===== config.mk =====
export PLATFORM = sky130hd
export DESIGN_NAME = inst_fetch_issue_flat
export DESIGN_NICKNAME = d
export VERILOG_FILES = /design/src/rtl/inst_fetch_issue_if.sv /design/src/rtl/inst_fetch_issue.sv /design/src/flat_wrapper.sv
export SDC_FILE = /design/constraint.sdc
export NUM_CORES = 1
export LEC_CHECK = 0
export CORE_MARGIN = 2
export CORE_UTILIZATION = 50
export CTS_CLUSTER_SIZE = 40
export DETAILED_ROUTE_END_ITERATION = 8
export GPL_TIMING_DRIVEN = 0
export PLACE_DENSITY_LB_ADDON = 0.2
export SLEW_MARGIN = 20
export SYNTH_ARGS = -nofsm -noshare
export SYNTH_HDL_FRONTEND = slang
export SYNTH_SLANG_ARGS = --single-unit

===== constraint.sdc =====
create_clock -name clk -period 2.93 [get_ports clk]
set_input_delay 0.586 -clock clk [delete_from_list [all_inputs] [get_ports clk]]
set_output_delay 0.586 -clock clk [all_outputs]
set_load 0.02 [all_outputs]

===== src/rtl/inst_fetch_issue_if.sv =====
// -----------------------------------------------------------------------------
// inst_fetch_issue_if
// Bundles the fetch stage's bus signals into one interface.
//   imem_addr   [15:0]  fetch -> imem : read address (the registered PC)
//   imem_en             fetch -> imem : read strobe; data returns one cycle later
//   imem_rdata  [15:0]  imem  -> fetch: read data
//   stall               hazard -> fetch: hold the IF/ID register
//   redirect            EX    -> fetch: taken branch (wins over stall)
//   redirect_pc [15:0]  EX    -> fetch: branch target
//   inst        [15:0]  fetch -> decode: IF/ID instruction
//   inst_pc     [15:0]  fetch -> decode: address of inst
//   inst_valid          fetch -> decode: inst is a fetched word, not a bubble
//   halted              fetch -> core  : fetch stopped on HLT
// master = the fetch stage, slave = the surrounding pipeline/memory.
// -----------------------------------------------------------------------------
interface inst_fetch_issue_if;
  logic [15:0] imem_addr;
  logic        imem_en;
  logic [15:0] imem_rdata;
  logic        stall;
  logic        redirect;
  logic [15:0] redirect_pc;
  logic [15:0] inst;
  logic [15:0] inst_pc;
  logic        inst_valid;
  logic        halted;

  modport master (
    output imem_addr, imem_en, inst, inst_pc, inst_valid, halted,
    input  imem_rdata, stall, redirect, redirect_pc
  );

  modport slave (
    input  imem_addr, imem_en, inst, inst_pc, inst_valid, halted,
    output imem_rdata, stall, redirect, redirect_pc
  );
endinterface


===== src/rtl/inst_fetch_issue.sv =====
// -----------------------------------------------------------------------------
// inst_fetch_issue
// Fetch/issue stage of the pipelined SIMPLE core. Drives the synchronous
// instruction memory, keeps a one-entry skid buffer so the word in flight
// during a stall is never dropped, and builds the IF/ID register. Handles
// branch redirect (two bubbles) and stops fetching when a HLT word issues.
// Ports:
//   clk       : single clock, rising edge
//   rst       : synchronous, active-high reset
//   io_fetch  : inst_fetch_issue_if.master (see interface file for signals)
// Parameters:
//   RESET_PC  : first word address fetched after reset
//   NOP_INST  : bubble word placed in the IR when nothing valid is issued
// -----------------------------------------------------------------------------
module inst_fetch_issue #(
  parameter logic [15:0] RESET_PC = 16'h0000,
  parameter logic [15:0] NOP_INST = 16'hC070
) (
  input  logic                clk,
  input  logic                rst,
  inst_fetch_issue_if.master  io_fetch
);

  typedef enum logic {RUN = 1'b0, HALT = 1'b1} state_t;

  state_t      r_state;
  state_t      w_state_nxt;

  logic [15:0] r_pc;
  logic [15:0] r_pc_d;
  logic        r_rd_valid;
  logic [15:0] r_skid;
  logic [15:0] r_skid_pc;
  logic        r_skid_full;
  logic [15:0] r_inst;
  logic [15:0] r_inst_pc;
  logic        r_inst_valid;

  logic        w_run_load;   // RUN, no stall, no redirect: IR advances, read issues
  logic        w_load_word;  // a real word is available to load into the IR
  logic [15:0] w_load_inst;
  logic [15:0] w_load_pc;
  logic        w_load_hlt;
  logic        w_skid_cap;

  assign w_run_load  = (r_state == RUN) && !io_fetch.stall && !io_fetch.redirect;
  assign w_load_word = r_skid_full || r_rd_valid;
  // The skid holds the older word, so it always drains before fresh read data.
  assign w_load_inst = r_skid_full ? r_skid    : io_fetch.imem_rdata;
  assign w_load_pc   = r_skid_full ? r_skid_pc : r_pc_d;
  assign w_load_hlt  = (w_load_inst[15:14] == 2'b11) && (w_load_inst[7:4] == 4'hF);
  // Park the returning word while the IR is frozen; nothing else is issued
  // during a stall, so the skid cannot be needed twice.
  assign w_skid_cap  = (r_state == RUN) && !io_fetch.redirect && io_fetch.stall &&
                       r_rd_valid && !r_skid_full;

  // ---------------------------------------------------------------- FSM state
  // NOTE: sequential state uses non-blocking assignment so every register
  // samples pre-edge values regardless of process ordering.
  always_ff @(posedge clk) begin
    if (rst) r_state <= RUN;
    else     r_state <= w_state_nxt;
  end

  // ----------------------------------------------------------- FSM next state
  // NOTE: default assignment first so no path leaves w_state_nxt unassigned
  // (which would infer a latch).
  always_comb begin
    w_state_nxt = r_state;
    if (io_fetch.redirect) begin
      w_state_nxt = RUN;  // also cancels a speculatively fetched HLT
    end else if (w_run_load && w_load_word && w_load_hlt) begin
      w_state_nxt = HALT;
    end
  end

  // --------------------------------------------------------------- FSM outputs
  always_comb begin
    io_fetch.imem_en = !rst && w_run_load;
    io_fetch.halted  = (r_state == HALT);
  end

  assign io_fetch.imem_addr  = r_pc;
  assign io_fetch.inst       = r_inst;
  assign io_fetch.inst_pc    = r_inst_pc;
  assign io_fetch.inst_valid = r_inst_valid;

  // ------------------------------------------------------- PC, IR, flag state
  always_ff @(posedge clk) begin
    if (rst) begin
      r_pc         <= RESET_PC;
      r_rd_valid   <= 1'b0;
      r_skid_full  <= 1'b0;
      r_inst       <= NOP_INST;
      r_inst_pc    <= 16'h0000;
      r_inst_valid <= 1'b0;
    end else begin
      // A read is live next cycle only if one issued now; this also squashes
      // the in-flight read on redirect and ignores rdata in HALT.
      r_rd_valid <= w_run_load;
      if (io_fetch.redirect) begin
        r_pc         <= io_fetch.redirect_pc;
        r_inst       <= NOP_INST;
        r_inst_valid <= 1'b0;
        r_skid_full  <= 1'b0;
      end else if (r_state == HALT) begin
        // HLT stays visible until the first non-stall edge, then bubbles.
        if (!io_fetch.stall) begin
          r_inst       <= NOP_INST;
          r_inst_valid <= 1'b0;
        end
      end else if (io_fetch.stall) begin
        if (w_skid_cap) r_skid_full <= 1'b1;
      end else begin
        r_pc        <= r_pc + 16'd1;
        r_skid_full <= 1'b0;
        if (w_load_word) begin
          r_inst       <= w_load_inst;
          r_inst_pc    <= w_load_pc;
          r_inst_valid <= 1'b1;
        end else begin
          r_inst       <= NOP_INST;
          r_inst_valid <= 1'b0;
        end
      end
    end
  end

  // -------------------------------------------------- data-only registers
  // NOTE: these hold payload only; they are qualified by r_rd_valid /
  // r_skid_full, which are reset, so they need no reset of their own.
  always_ff @(posedge clk) begin
    if (w_run_load) r_pc_d <= r_pc;
    if (w_skid_cap) begin
      r_skid    <= io_fetch.imem_rdata;
      r_skid_pc <= r_pc_d;
    end
  end

endmodule


===== src/flat_wrapper.sv =====
// flat-port wrapper written by rule: the top's interface ports become plain ports
module inst_fetch_issue_flat 
#(
  parameter logic [15:0] RESET_PC = 16'h0000,
  parameter logic [15:0] NOP_INST = 16'hC070
)
  (clk, rst, io_fetch_imem_addr, io_fetch_imem_en, io_fetch_inst, io_fetch_inst_pc, io_fetch_inst_valid, io_fetch_halted, io_fetch_imem_rdata, io_fetch_stall, io_fetch_redirect, io_fetch_redirect_pc);
  inst_fetch_issue_if io_fetch_i ();
  input  logic clk;
  input  logic rst;
  output wire logic [$bits(io_fetch_i.imem_addr)-1:0] io_fetch_imem_addr;
  output wire logic [$bits(io_fetch_i.imem_en)-1:0] io_fetch_imem_en;
  output wire logic [$bits(io_fetch_i.inst)-1:0] io_fetch_inst;
  output wire logic [$bits(io_fetch_i.inst_pc)-1:0] io_fetch_inst_pc;
  output wire logic [$bits(io_fetch_i.inst_valid)-1:0] io_fetch_inst_valid;
  output wire logic [$bits(io_fetch_i.halted)-1:0] io_fetch_halted;
  input wire logic [$bits(io_fetch_i.imem_rdata)-1:0] io_fetch_imem_rdata;
  input wire logic [$bits(io_fetch_i.stall)-1:0] io_fetch_stall;
  input wire logic [$bits(io_fetch_i.redirect)-1:0] io_fetch_redirect;
  input wire logic [$bits(io_fetch_i.redirect_pc)-1:0] io_fetch_redirect_pc;
  assign io_fetch_imem_addr = io_fetch_i.imem_addr;
  assign io_fetch_imem_en = io_fetch_i.imem_en;
  assign io_fetch_inst = io_fetch_i.inst;
  assign io_fetch_inst_pc = io_fetch_i.inst_pc;
  assign io_fetch_inst_valid = io_fetch_i.inst_valid;
  assign io_fetch_halted = io_fetch_i.halted;
  assign io_fetch_i.imem_rdata = io_fetch_imem_rdata;
  assign io_fetch_i.stall = io_fetch_stall;
  assign io_fetch_i.redirect = io_fetch_redirect;
  assign io_fetch_i.redirect_pc = io_fetch_redirect_pc;
  inst_fetch_issue #(.RESET_PC(RESET_PC), .NOP_INST(NOP_INST)) u_core (.clk(clk), .rst(rst), .io_fetch(io_fetch_i));
endmodule

==> results of run 1 <==
## power by group through the flow
stage / Combinational (mW) / Sequential (mW) / Clock (mW)
floorplan: 0.106 / 1.59 / 0
global placement: 0.252 / 1.57 / 0
detailed placement: 0.256 / 1.57 / 0
CTS: 0.257 / 1.54 / 0.897
global route: 0.276 / 1.55 / 0.945
finish: 0.255 / 1.54 / 0.885
## cell families after synthesis
logic type | after synthesis | share of synthesized area, %
AO/OA/AOI/OAI | 55 | 10.1
XOR/XNOR | 11 | 2.43
adder cells (fa/ha/maj) | 1 | 0.316
buffers and inverters | 29 | 3.32
flip-flops | 100 | 62.7
multiplexers | 33 | 8.78
AND/OR/NAND/NOR | 95 | 12.4
## sequential cells by signal, summed over array words and instances, names as in the netlist
register,flops
u_core.io_fetch.imem_addr,16
u_core.r_pc_d,16
u_core.io_fetch.inst_valid,1
u_core.r_rd_valid,1
u_core.io_fetch.halted,1
u_core.r_skid_pc,16
u_core.io_fetch.inst_pc,16
u_core.r_skid,16
u_core.r_skid_full,1
u_core.io_fetch.inst,16
## repair_timing
action,4_1_cts,5_1_grt
hold buffers,0,0
gates resized for setup,1,1
endpoints found under the setup margin,1,1
## path summary, 6_finish.rpt
check / from / to / cells past startpoint
worst max register to register: u_core.r_skid_full$_SDFFE_PP0P_ / u_core.r_skid_pc[2]$_DFFE_PP_ / 4
worst min-delay path: u_core.r_pc_d[15]$_DFFE_PP_ / u_core.r_skid_pc[15]$_DFFE_PP_ / 0
worst max-delay path: io_fetch_redirect / io_fetch_imem_en / 6
worst min register to register: u_core.r_pc_d[15]$_DFFE_PP_ / u_core.r_skid_pc[15]$_DFFE_PP_ / 0
## final cells by class
| cell class | instances | area, µm² |
|---|---|---|
| inverter | 7 | 26.3 |
| clock inverter | 5 | 60.1 |
| fill | 598 | 2560 |
| buffer | 22 | 106 |
| tap | 102 | 128 |
| sequential | 100 | 2480 |
| multi-input combinational | 195 | 1350 |
| timing repair buffer | 83 | 833 |
| clock buffer | 11 | 141 |
## layer usage
layer | wire, µm | vias up | part of all wire (%) | GRT usage, %
li1 | - | 1379 | - | -
met1 | 3810 | 1312 | 45 | 28.9
met2 | 4040 | 91 | 47 | 32.5
met3 | 534 | 13 | 6.3 | 3.55
met4 | 140 | 0 | 1.6 | 8.33
met5 | 0 | - | 0 | 0
## placed cells by master, fill, tap and decap left out, types with 2 or more instances in the layout
cell type and count:
o2bb2ai_1 2, mux2_2 14, clkdlybuf4s50_1 82, xnor2_1 9
a22oi_1 11, nor2_1 48, inv_1 7, mux2i_1 19
or3_1 2, clkbuf_1 13, o21ai_0 3, buf_6 2
nand3_1 4, a211oi_1 23, clkbuf_8 10, a21oi_1 4
nand2_1 13, nor3_1 5, nor4_2 2, edfxtp_1 48
xor2_1 2, o21bai_1 2, nor4_1 4, nand4_1 4
a311oi_1 3, dfxtp_1 52, buf_2 6, o22ai_1 3
==> reports/summary.txt, run 1 <==
==================================================================================
WP data required                                                           2.34 ns
Commonest cells in the netlist                                        52 x dfxtp_1, 49 x nor2_1, 48 x edfxtp_1
Dpl cells                                                                      509
Dominant cell type by count on the critical path                          clkbuf_1
Largest net degree at the start of global routing                               33
Wire length per cell                                                       16.2 µm
Proportion of total power due to net switching                               23.4%
Final hold slack                                                          0.450 ns
Transition at the pin with the smallest max-transition slack              0.812 ns
Setup Crit Path Kind                                                  input port to output pin
Sequential power share                                                       57.5%
Status                                                                   completed
# H-tree levels                                                                  3
Total nets after synthesis                                                     361
Switching power                                                           0.628 mW
Share of power burned in combinational logic                                  9.5%
Count of synthesis-stage warnings from yosys                                     0
Standard-cell rows                                                              32
Critical Path Start Type                                                input port
Aggregate global routing overflow                                                0
Hpwl dp                                                                    6.15 mm
Hold/Removal Path Class                                               flop to flop
Final GP Congestion                                                          0.780
Power per standard cell area                                            523 nW/µm²
Syn-to-layout area delta                                                     29.5%
Internal power component                                                   2.05 mW
Routed via count divided by cell count                                        5.32
Placement Setup Slack                                                   -0.0835 ns
Flip-flop cell with the highest count after synthesis                      dfxtp_1
EDFF count, synth                                                               48
Top post-synthesis cells by area                                      edfxtp_1 36%, dfxtp_1 26%, mux2i_1 4.8%
Via count of the first global-routing pass                                    2778
Root buffer cell                                                          clkbuf_8
CP Buf/Inv Count                                                                 4
Area enclosed by the die boundary                                         8650 µm²
Final Critical Period                                                      2.52 ns
Arrival time at the worst endpoint                                         1.94 ns
Combined global-route utilization of all metal layers                        20.7%
Leak Pwr                                                                   1.68 nW
RSZ-0062 raised after global routing                                            no
WL final                                                                   8.53 mm
Area share of the largest cell type after synthesis                          36.4%
Critical path fanouts, max                                                      10
Count of maximum capacitance violations                                          0
Max Clk Rate                                                             0.397 GHz
Layout Utilization                                                           66.7%
Worst rel slew slack                                                         45.8%
Final count of hold timing violations                                            0
I/O pin total                                                                   87
Global-route wire length before repair                                     13.7 mm
Highest-delay cell along the critical path                                   or2_2
Fin crit share                                                               86.1%
Mean post-synth cell area                                                 12.2 µm²
CTS tree                                                                      done
Clk_lat worst skew                                                         0.36 ns
TNS Setup                                                                     0 ns
Count of clock tree sinks                                                      100
Worst setup slack for register-to-register paths                           0.66 ns
Number of synthesized register bits                                            100
Starting Density                                                             51.5%
Final setup skew                                                         0.0126 ns
Setup fix buffers added after clock tree synthesis                               0
Crit end category                                                       output pin
Clock network fraction of design power                                       33.0%
Seq/Total Area, Yosys                                                        62.7%
Number of instances in the synthesized netlist                                 324
List of cells traversed by the critical path                          clkbuf_1, or2_2, clkbuf_1, clkbuf_2, nor2_1, dlymetal6s2s_1
Setup-violating endpoint count in the final report                               0
Longest individual stage delay on the worst path                           0.34 ns
DP Area                                                                   4920 µm²
Share of final-layout standard cells stronger than drive strength 1          11.3%
Cell area after synthesis                                                 3960 µm²
Distinct cell type count of the synthesized netlist                             44
Number of buffers inserted during clock tree synthesis                           9
Non-filler cells in the finished layout                                        525
Final Instance Area                                                       5130 µm²
Top Family by Delay on Critical Path                                  buffers and inverters
Area of the placeable core                                                7690 µm²
Ant diodes                                                                       0
Worst setup margin                                                        0.408 ns
Fraction of registers with async set/reset                                      0%
Clock slew seen by the registers of the worst setup and hold paths         0.09 ns
Most frequent cell after synthesis                                         dfxtp_1
Max Transition Viols Final                                                       0
Initial DRC count                                                              222
Number of nets in the layout                                                   455
Die height                                                                 93.0 µm
DRC violation count after routing                                                0
Total power                                                                2.68 mW
DR vias                                                                       2795
Worst ir drop on vdd                                                      0.286 mV
Number of iterations in the first detailed-routing pass                          4
Maximum clock path buffer count                                                  2
ANT nets after route                                                             0
Yosys top cell by area                                                    edfxtp_1
I/O Buffers                                                                     83
Horizontal die dimension                                                   93.0 µm
Number of antenna violations at the first check in global routing                0
==================================================================================
(Power assumes the default switching activity.)
==> inputs of run 2 (changes only) <==
--- a/config.mk
+++ b/config.mk
@@ -5,8 +5,11 @@
 export SDC_FILE = /design/constraint.sdc
 export NUM_CORES = 1
 export LEC_CHECK = 0
+export ABC_AREA = 1
+export CORE_ASPECT_RATIO = 1.1
 export CORE_MARGIN = 2
 export CORE_UTILIZATION = 50
+export CTS_CLUSTER_DIAMETER = 50
 export CTS_CLUSTER_SIZE = 40
 export DETAILED_ROUTE_END_ITERATION = 8
 export GPL_TIMING_DRIVEN = 0
==> run 2 against run 1 <==
Compared with the run above:
- sequential share of layout area down 1.4 points
- die area is 2.0% higher
- cell area grew 2.9%
==> reports/summary.txt, run 2 <==
==================================================================================
Root buffer cell                                                          clkbuf_8
Count of maximum capacitance violations                                          0   unchanged
Clock network fraction of design power                                       34.0%   +1.0 points
Total power                                                                2.70 mW   +0.74%
Most frequent cell after synthesis                                         nand2_1
Flip-flop cell with the highest count after synthesis                      dfxtp_1
Distinct cell type count of the synthesized netlist                             30   -32%
Cells on worst reg2reg path                                                      5   +1
Transition at the pin with the smallest max-transition slack               1.09 ns   +0.274 ns
Most common library cell in the layout ignoring fill and taps              nand2_1
Worst setup margin                                                        0.442 ns   +0.0332 ns
Aggregate global routing overflow                                                0   unchanged
Max Clk Rate                                                             0.402 GHz   +1.3%
Hpwl dp                                                                    6.77 mm   +10%
Number of nets in the layout                                                   574   +26%
Critical Path Start Type                                                input port
Setup-violating endpoint count in the final report                               0   unchanged
Worst rel slew slack                                                         27.5%   -18 points
Count of clock tree sinks                                                      100   unchanged
Count of synthesis-stage warnings from yosys                                     0   unchanged
Die height                                                                 98.3 µm   +5.7%
Syn-to-layout area delta                                                     30.5%
RSZ-0062 raised after global routing                                            no
Worst setup slack for register-to-register paths                           1.01 ns   +0.35 ns
Commonest cells in the netlist                                        154 x nand2_1, 52 x dfxtp_1, 48 x edfxtp_1
DP Area                                                                   5070 µm²   +2.9%
Standard-cell rows                                                              34   +6.3%
Initial DRC count                                                              203   -8.6%
Largest net degree at the start of global routing                               25   -24%
End point of the critical path                                        io_fetch_imem_en
Clock slew seen by the registers of the worst setup and hold paths         0.09 ns   about the same
Yosys top cell by area                                                    edfxtp_1
Highest-delay cell along the critical path                            clkdlybuf4s50_1
Final GP Congestion                                                          0.891   +14%
R2r endpoint                                                          u_core.io_fetch.imem_addr[11]$_SDFFE_PP0P_
Placement Setup Slack                                                    0.0623 ns   +0.146 ns
Power per standard cell area                                            512 nW/µm²   -2.1%
Final count of hold timing violations                                            0   unchanged
Critical path fanouts, max                                                       6   -4
Fin crit share                                                               84.9%   -1.1 points
Global-route wire length before repair                                     15.5 mm   +13%
Wire length per cell                                                       14.3 µm   -12%
Reg-to-reg critical path startpoint                                   u_core.io_fetch.halted$_SDFFE_PP0P_
Via count of the first global-routing pass                                    3374   +21%
I/O pin total                                                                   87   unchanged
Area share of the largest cell type after synthesis                          35.6%   -0.75 points
Hold/Removal Path Class                                               flop to flop
Total nets after synthesis                                                     477   +32%
Horizontal die dimension                                                   89.8 µm   -3.5%
Area enclosed by the die boundary                                         8830 µm²   +2.0%
Seq/Total Area, Yosys                                                        61.4%   -1.3 points
Routed via count divided by cell count                                        5.17   -2.8%
Maximum clock path buffer count                                                  2   unchanged
Number of buffers inserted during clock tree synthesis                           9   unchanged
Fraction of registers with async set/reset                                      0%   unchanged
Final Instance Area                                                       5280 µm²   +2.9%
Hold buffer count at cts                                                         0   unchanged
Sequential power share                                                       57.0%   -0.5 points
DRC violation count after routing                                                0   unchanged
Final setup skew                                                         0.0134 ns   +0.000810 ns
Arrival time at the worst endpoint                                         1.90 ns   -0.04 ns
Longest individual stage delay on the worst path                           0.54 ns   +0.20 ns
DR vias                                                                       3363   +20%
Final Critical Period                                                      2.49 ns   -0.0332 ns
EDFF count, synth                                                               48   unchanged
Number of synthesized register bits                                            100   unchanged
Combined global-route utilization of all metal layers                        21.8%   +1.1 points
Clk_lat worst skew                                                         0.36 ns   about the same
Number of iterations in the first detailed-routing pass                          4   unchanged
CTS tree                                                                      done
Leak Pwr                                                                   1.97 nW   +18%
Ant diodes                                                                       0   unchanged
Max Transition Viols Final                                                       0   unchanged
Cell area after synthesis                                                 4050 µm²   +2.1%
Top post-synthesis cells by area                                      edfxtp_1 36%, dfxtp_1 26%, nand2_1 14%
Internal power component                                                   2.07 mW   +0.60%
I/O Buffers                                                                     85   +2.4%
Worst setup path startpoint                                           io_fetch_stall
WL final                                                                   9.32 mm   +9.2%
Share of final-layout standard cells stronger than drive strength 1          6.46%   -4.9 points
ANT nets after route                                                             0   unchanged
Starting Density                                                             51.4%   -0.13 points
Share of power burned in combinational logic                                  9.0%   -0.5 points
Switching power                                                           0.636 mW   +1.2%
Setup Crit Path Kind                                                  input port to output pin
Status                                                                   completed
Number of instances in the synthesized netlist                                 440   +36%
Mean post-synth cell area                                                 9.19 µm²   -25%
Commonest cells after routing, fill and taps aside                    154 x nand2_1, 84 x clkdlybuf4s50_1, 52 x dfxtp_1, 48 x edfxtp_1, 27 x inv_1
Fill cell instance count of the final layout                                   631   +5.5%
Proportion of total power due to net switching                               23.5%   +0.11 points
Layout Utilization                                                           67.1%   +0.36 points
# H-tree levels                                                                  3   unchanged
Crit end category                                                       output pin
List of cells traversed by the critical path                          clkdlybuf4s50_1, nor2_4, nand2_1, inv_1, dlymetal6s2s_1
Area of the placeable core                                                7870 µm²   +2.4%
WP data required                                                           2.34 ns   about the same
Number of antenna violations at the first check in global routing                0   unchanged
Worst ir drop on vdd                                                      0.282 mV   -1.2%
Final hold slack                                                          0.455 ns   +0.00500 ns
==================================================================================
[run 2: worst min path at each step]
stage	from	to	slack (ns)	cells past startpoint
floorplan	u_core.r_pc_d[0]$_DFFE_PP_	u_core.r_skid_pc[0]$_DFFE_PP_	0.43	0
global placement	u_core.r_pc_d[6]$_DFFE_PP_	u_core.r_skid_pc[6]$_DFFE_PP_	0.43	0
detailed placement	u_core.r_pc_d[6]$_DFFE_PP_	u_core.r_skid_pc[6]$_DFFE_PP_	0.43	0
CTS	u_core.r_pc_d[6]$_DFFE_PP_	u_core.r_skid_pc[6]$_DFFE_PP_	0.46	0
global route	u_core.r_pc_d[6]$_DFFE_PP_	u_core.r_skid_pc[6]$_DFFE_PP_	0.46	0
finish	u_core.r_pc_d[10]$_DFFE_PP_	u_core.r_skid_pc[10]$_DFFE_PP_	0.46	0
[run 2: per-stage QoR]
stage | setup TNS [ns] | cells
after global placement | -6.63 | 633
after floorplan | 0 | 440
after CTS | 0 | 650
final | 0 | 650
after global routing | 0 | 650
after detailed placement | 0 | 634
[run 2: layer usage]
layer | wire [µm] | share of wire, % | track usage, %
met5 | 0 | 0 | 0
met2 | 4550 | 49 | 37.1
met1 | 3940 | 42 | 27.5
met3 | 705 | 7.6 | 4.86
met4 | 114 | 1.2 | 8.05
[run 2: critical path: cells and delay by family]
family                 cells  cell delay, ns
buffers and inverters      3            0.90
AND/OR/NAND/NOR            2            0.40
[run 2: logic make-up (layout without fill, tap and decap cells)]
group                      Yosys count  count (layout)  synth area share (%)
DFF                                100             100                  61.4
muxes                                3               3                 0.742
and+or+nand+nor                    199             199                  20.2
adders and majority gates            1               1                 0.309
AOI/OAI and AO/OA                   84              84                  11.6
buffers and inverters               49             151                  4.95
xor gates and xnor gates             4               4                 0.866
[run 2: repair_timing]
action,CTS,global route
gates resized for setup,0,1
setup buffers,0,0
endpoints found under the hold margin,0,0
endpoints found under the setup margin,0,1
[run 2: cell type report]
cell class | count | area [µm²] | share of cell area, %
plain buffers | 19 | 87.6 | 1.66
clock buffers | 11 | 153 | 2.89
clock inverters | 5 | 57.6 | 1.09
inverters | 30 | 113 | 2.13
multi-input cells | 291 | 1370 | 26.0
flip-flops and latches | 100 | 2480 | 47.0
well taps | 108 | 135 | 2.56
repair buffers | 86 | 881 | 16.7
[run 2: power groups by stage]
stage                     Combinational (mW)  Clock [mW]  Sequential, mW
after floorplan                       0.0949           0            1.58
after global placement                 0.235           0            1.57
after detailed placement               0.242           0            1.57
after CTS                              0.244       0.934            1.54
after global routing                   0.267       0.981            1.54
final                                  0.243       0.919            1.54
